## config.mk

```make
export PLATFORM = sky130hd
export DESIGN_NAME = rtc_bus_read_seq
export DESIGN_NICKNAME = d
export VERILOG_FILES = /design/src/rtl/rtc_bus_read_seq.sv
export SDC_FILE = /design/constraint.sdc
export NUM_CORES = 1
export LEC_CHECK = 0
export CORE_MARGIN = 4
export CORE_UTILIZATION = 55
export CTS_CLUSTER_DIAMETER = 60
export DETAILED_ROUTE_END_ITERATION = 12
export DONT_BUFFER_PORTS = 1
export GPL_TIMING_DRIVEN = 0
export HOLD_SLACK_MARGIN = 0.12
export PLACE_DENSITY = 0.7
export SLEW_MARGIN = 20
export SYNTH_ARGS = -nofsm -noshare
export SYNTH_HDL_FRONTEND = slang
export SYNTH_SLANG_ARGS = --single-unit
```

## constraint.sdc

```tcl
create_clock -name clk -period 2.45 [get_ports clk]
set_input_delay 0.1225 -clock clk [delete_from_list [all_inputs] [get_ports clk]]
set_output_delay 0.1225 -clock clk [all_outputs]
set_load 0.01 [all_outputs]
```

## src/rtl/rtc_bus_read_seq.sv

```systemverilog
// One read cycle on the RTC's multiplexed AD bus: address phase, turnaround,
// RD# strobe with a single capture at its end, then CS# recovery.
module rtc_bus_read_seq #(
  parameter int unsigned T_ADDR = 4,
  parameter int unsigned T_RD   = 6,
  parameter int unsigned T_GAP  = 2
) (
  input  logic       clk,
  input  logic       reset,
  input  logic       start,
  input  logic [7:0] addr,
  input  logic [7:0] ad_in,
  output logic [7:0] ad_out,
  output logic       ad_oe,
  output logic       cs_n,
  output logic       ad_n,
  output logic       rd_n,
  output logic       wr_n,
  output logic [7:0] data_out,
  output logic       busy,
  output logic       done
);

  typedef enum logic [2:0] {
    IDLE = 3'd0,
    ADDR = 3'd1,
    TURN = 3'd2,
    READ = 3'd3,
    HOLD = 3'd4,
    DONE = 3'd5
  } state_t;

  localparam logic [7:0] ADDR_LOAD = 8'(T_ADDR - 1);
  localparam logic [7:0] RD_LOAD   = 8'(T_RD - 1);
  localparam logic [7:0] GAP_LOAD  = 8'(T_GAP - 1);

  state_t     state;
  logic [7:0] count;

  assign wr_n = 1'b1;

  always_ff @(posedge clk) begin
    if (!reset) begin
      state    <= IDLE;
      count    <= '0;
      ad_out   <= '0;
      ad_oe    <= 1'b0;
      cs_n     <= 1'b1;
      ad_n     <= 1'b1;
      rd_n     <= 1'b1;
      data_out <= '0;
      busy     <= 1'b0;
      done     <= 1'b0;
    end else begin
      done <= 1'b0;
      case (state)
        // DONE shares the accept path so a held start chains reads without an idle cycle
        IDLE, DONE: begin
          if (start) begin
            state  <= ADDR;
            count  <= ADDR_LOAD;
            ad_out <= addr;
            ad_oe  <= 1'b1;
            cs_n   <= 1'b0;
            ad_n   <= 1'b0;
            rd_n   <= 1'b1;
            busy   <= 1'b1;
          end else begin
            state <= IDLE;
            busy  <= 1'b0;
          end
        end
        ADDR: begin
          if (count == '0) begin
            state  <= TURN;
            ad_oe  <= 1'b0;
            ad_out <= '0;
            ad_n   <= 1'b1;
          end else begin
            count <= count - 8'd1;
          end
        end
        TURN: begin
          state <= READ;
          count <= RD_LOAD;
          rd_n  <= 1'b0;
        end
        READ: begin
          if (count == '0) begin
            state    <= HOLD;
            count    <= GAP_LOAD;
            data_out <= ad_in;
            rd_n     <= 1'b1;
            cs_n     <= 1'b1;
          end else begin
            count <= count - 8'd1;
          end
        end
        HOLD: begin
          if (count == '0) begin
            state <= DONE;
            done  <= 1'b1;
          end else begin
            count <= count - 8'd1;
          end
        end
        default: begin
          state  <= IDLE;
          count  <= '0;
          ad_out <= '0;
          ad_oe  <= 1'b0;
          cs_n   <= 1'b1;
          ad_n   <= 1'b1;
          rd_n   <= 1'b1;
          busy   <= 1'b0;
        end
      endcase
    end
  end

endmodule

```

Yosys cells after proc, flatten, opt, wreduce, memory -nomap -nowiden:

Cells that the tools add are included.

* reduce and logical (&&, ||, !) cells: 14
* add/subtract/negate cells: 1
* bitwise gates (word level): 3
* equal/unequal tests: 10
* muxes and demuxes: 23

Operator list (number)
* 8-bit 2-to-1 mux: 5
* 8-bit case mux with 4 select lines: 1
* 8-bit case mux with 3 select lines: 1
* 3-bit case mux with 5 select lines: 1
* 3-bit AND reduction: 4
* 2-bit inequality test, second input constant: 5
* 3-bit 2-to-1 mux: 3
* 1-bit case mux with 3 select lines: 3
* 8-bit logical NOT: 1
* 8-bit by 1-bit subtractor with 8-bit output, second input constant: 1
* 1-bit 2-to-1 mux: 7
* 3-bit by 2-bit equality test with 1-bit output, second input constant: 2
* 3-bit equality test, second input constant: 2
* 2-bit AND reduction: 3
* 3-bit OR reduction: 2
* 1-bit case mux with 4 select lines: 1
* 2-bit OR reduction: 2
* 4-bit OR reduction: 1
* 3-bit by 1-bit equality test with 1-bit output, second input constant: 1
* 3-bit logical NOT: 1
* 1-bit NOT: 3
* 1-bit case mux with 2 select lines: 1

* bits in registers: 33

Depth between registers and ports, before layout:

* depth in word-level cells: 4
* gate-level depth with buffers: 7
* gate-level depth less buffers: 6

Worst setup path after synthesis:

Ideal clock, no wire load.

* path type: reg-to-reg
* from: register count[0]
* to: register ad_out[0]
* path buffers: 0
* path slack: 0.587 ns
* data required time: 2.333 ns
* clock period less this slack: 1.863 ns
* arrival: 1.746 ns
* cell stages (with the launch flop): 7
* cell sequence: dfxtp_1 inv_1 ha_1 or3b_2 nor3_2 a21oi_1 a22o_1

* word-level cells in the longest chain between the ends: 3

RTL lines
* from (decl): line 38 `logic [7:0] count;`
* from (signal assigned): line 80 `count <= count - 8'd1;`
* from (signal assigned): line 96 `count <= count - 8'd1;`
* from (signal assigned): line 104 `count <= count - 8'd1;`
* 8-bit logical NOT: line 74 `if (count == '0) begin`
* 2-bit inequality test (no line)
* 3-bit AND reduction (no line)
* to (signal assigned): line 62 `ad_out <= addr;`
* to (decl): line 13 `output logic [7:0] ad_out,`

Every way passes these cells.
A chain may end at the register's enable or synchronous reset.

Worst setup path in the final report:

* from: register count[0]
* to: register ad_out[5]

The elaborated chain is that of the path after synthesis.

==> results.sh <==
export IMPL_rsz0062_at_grt="no"
export IMPL_fin_crit_sh_pct=88.2
export IMPL_grt_max_degree=12
export IMPL_setup_tns_ps=0
export IMPL_reg2reg_slack_ps=290
export IMPL_synth_area_mm2=0.00154
export IMPL_cts_sinks=33
export IMPL_worstPathRequired_ps=2670
export IMPL_avgSynthCellArea_um2=9.14
export IMPL_hpwlAfterDp_mm=2.47
export IMPL_die_w_um=61.0
export IMPL_clock_fmax_mhz=463
export IMPL_yosysUniqueCellTypes=43
export IMPL_critical_path_class="reg -> reg"
export IMPL_globalRouteOverflowTotal=0
export IMPL_startpoint="count[0]"
export IMPL_cpPeakStageDelay_ps=510
export IMPL_rows=18
export IMPL_endpoint="ad_out[5]"
export IMPL_power_density_mw_per_mm2=1120
export IMPL_grt_pass1_vias=1298
export IMPL_regToRegStartpoint="count[0]"
export IMPL_synth_yosys_seq_area_share_pct=42.8
export IMPL_io_buffers=0
export IMPL_yosys_area_top_type="dfxtp_1"
export IMPL_cts_root_buf="clkbuf_4"
export IMPL_timing_final_ws_setup_ps=290
export IMPL_path_max_fanout=10
export IMPL_fin_area_mm2=0.00180
export IMPL_ys_flop_type="dfxtp_1"
export IMPL_relSlewSlack_pct=43.1
export IMPL_first_pass_iters=4
export IMPL_p_leak_nw=0.747
export IMPL_num_vias=1355
export IMPL_syn_inst=169
export IMPL_place_gp_congestion=0.891
export IMPL_synth_seq_cells=33
export IMPL_async_flop_share_pct=0
export IMPL_final_cells=223
export IMPL_cts_buffers=5
export IMPL_worstHoldStart="reset"
export IMPL_post_dp_cell_area_mm2=0.00158
export IMPL_skew_ps=3.39
export IMPL_status="finished clean"
export IMPL_irDropWorstVdd_mv=0.723
export IMPL_crit_path_end_kind="flip-flop"
export IMPL_cts_resized=0
export IMPL_nets=213
export IMPL_clk_path_buf_depth=2
export IMPL_cts_clk_slew_worst_paths_ps=100
export IMPL_antennaDiodeCount=0
export IMPL_hold_buffers=16
export IMPL_grt_pass1_wl_mm=5.93
export IMPL_insertion_delay_ps=330
export IMPL_ioPinCount=42
export IMPL_seq_area_um2=661
export IMPL_postRouteWirelength_mm=3.74
export IMPL_drt_wirelength_per_cell_um=16.8
export IMPL_finalCriticalPeriod_ps=2160
export IMPL_maxSlewViolCount=0
export IMPL_antenna_left=0
export IMPL_die_area_mm2=0.00372
export IMPL_worstMarginPinSlew_ps=845
export IMPL_synth_top_area_share_pct=42.8
export IMPL_multi_input_area_um2=813
export IMPL_synth_area_leaders="dfxtp_1 (43%), mux2i_1 (5.2%), a22o_1 (4.5%), a21oi_1 (4.2%), nor2_1 (4.1%)"
export IMPL_dr_first_iter_drc_count=61
export IMPL_rr_endpoint="ad_out[5]"
export IMPL_vias_per_cell=6.08
export IMPL_coreArea_mm2=0.00257
export IMPL_antenna_found_initial=0
export IMPL_track_usage_pct=21.4
export IMPL_reg2reg_depth=6
export IMPL_dp_slack_ps=352
export IMPL_synth_edf_count=0
export IMPL_die_height_um=61.0
export IMPL_area_growth_pct=16.4
export IMPL_start_kind="flip-flop"
export IMPL_cp_cell_sequence="inv_1, ha_1, or3b_2, nor3_2, a21oi_1, a22o_1"
export IMPL_place_inst=199
export IMPL_drc=0
export IMPL_cap_viol_max_count=0
export IMPL_hp_class="in -> reg"
export IMPL_setup_viol=0
export IMPL_ys_warn_count=0
export IMPL_start_util_pct=60.1
export IMPL_slowest_stage="or3b_2"
export IMPL_hold_viol=0
export IMPL_post_cts_buffers=0
export IMPL_crit_arrival_ps=2380
export IMPL_synth_nets=190
export IMPL_cts_tree="done"
export IMPL_power_total_mw=2.01
export IMPL_fill_cells=203
export IMPL_htree_levels=2
export IMPL_drive_gt1_share_pct=9.84
## placed cells by master (no fill, tap or decap), types with 2 or more instances in the layout
| cell type | synthesis | layout |
|---|---|---|
| o211ai_1 | 2 | 2 |
| nand4_1 | 3 | 3 |
| a211oi_1 | 2 | 2 |
| clkbuf_1 | 6 | 6 |
| clkinv_2 | 0 | 2 |
| nor2_1 | 17 | 17 |
| buf_2 | 2 | 2 |
| a21oi_1 | 13 | 13 |
| xnor2_1 | 3 | 3 |
| o2111a_1 | 2 | 2 |
| a221o_1 | 2 | 2 |
| dlygate4sd3_1 | 0 | 16 |
| clkbuf_4 | 0 | 5 |
| buf_1 | 2 | 2 |
| inv_1 | 6 | 6 |
| a22o_1 | 8 | 8 |
| ha_1 | 2 | 2 |
| o31ai_1 | 3 | 3 |
| mux2i_1 | 8 | 8 |
| o21ai_0 | 7 | 7 |
| or4_1 | 4 | 4 |
| a21o_1 | 2 | 2 |
| dfxtp_1 | 33 | 33 |
| nor2b_1 | 2 | 2 |
| nand2_1 | 9 | 9 |
| mux2_2 | 3 | 3 |
| nand2b_1 | 2 | 2 |
| or3_1 | 3 | 3 |
| nor3_1 | 6 | 6 |
## synthesized netlist by cell type, types with 2 or more instances
master,number
o211ai_1,2
nor3_1,6
buf_2,2
o2111a_1,2
mux2i_1,8
xnor2_1,3
or4_1,4
clkbuf_1,6
buf_1,2
nand2b_1,2
or3_1,3
a221o_1,2
nand4_1,3
nor2b_1,2
a21oi_1,13
a22o_1,8
a21o_1,2
o31ai_1,3
dfxtp_1,33
a211oi_1,2
inv_1,6
nor2_1,17
o21ai_0,7
nand2_1,9
ha_1,2
mux2_2,3
## per-stage QoR
| stage | util, % | hold slack [ps] |
|---|---|---|
| after global routing | 70.0 | 182 |
| after global placement | 61.6 | 252 |
| after CTS | 70.0 | 144 |
| after floorplan | - | 248 |
| final | 70.0 | 151 |
| after detailed placement | 61.6 | 253 |
## worst min-delay path by stage
stage                 to  slack (ps)  cells after the start
3_5_place_dp   ad_out[1]         250                      1
3_3_place_gp   ad_out[1]         250                      1
6_report            cs_n         150                      2
2_1_floorplan  ad_out[0]         250                      1
5_1_grt             rd_n         180                      2
4_1_cts             cs_n         140                      2
## cell families after synthesis
group,share of synthesized area [%]
other cells,0.243
buf+inv,4.54
compound gates,21.7
fa+ha+maj,1.62
flops,42.8
xor+xnor,2.27
mux,7.37
simple gates,19.4
## registers in the layout, indices dropped and copies added (netlist names)
signal and count:
ad_out 8, cs_n 1, state 3, ad_oe 1
rd_n 1, done 1, ad_n 1, count 8
data_out 8, busy 1
## final cells by class
class | instances | share of cell area (%)
buffer | 11 | 2.65
clock buffer | 5 | 2.09
timing repair buffer | 16 | 8.91
clock inverter | 3 | 0.975
sequential | 33 | 36.8
multi-input combinational | 119 | 45.3
inverter | 6 | 1.25
tap | 30 | 2.09
## power by group
group          switching [mW]  leakage, nW  internal, mW
sequential              0.145        0.270         0.659
clock                   0.184       0.0310         0.108
combinational           0.545        0.446         0.372
total                   0.874        0.747          1.14
## per-layer routing
metal | GRT usage, % | wire (um) | vias to the layer above
met3 | 5.32 | 323 | 3
li1 | - | - | 672
met5 | 0 | 0 | -
met2 | 34.8 | 1760 | 63
met1 | 28.1 | 1620 | 617
met4 | 6.50 | 34 | 0
## critical path, delay by kind of cell, from the launching register on
family | cells | cell delay [ps]
AND/OR/NAND/NOR | 2 | 780
buffers and inverters | 1 | 100
adder cells (fa/ha/maj) | 1 | 180
AO/OA/AOI/OAI | 2 | 640
flip-flops | 1 | 350
Power figures use the tool's default switching activity.
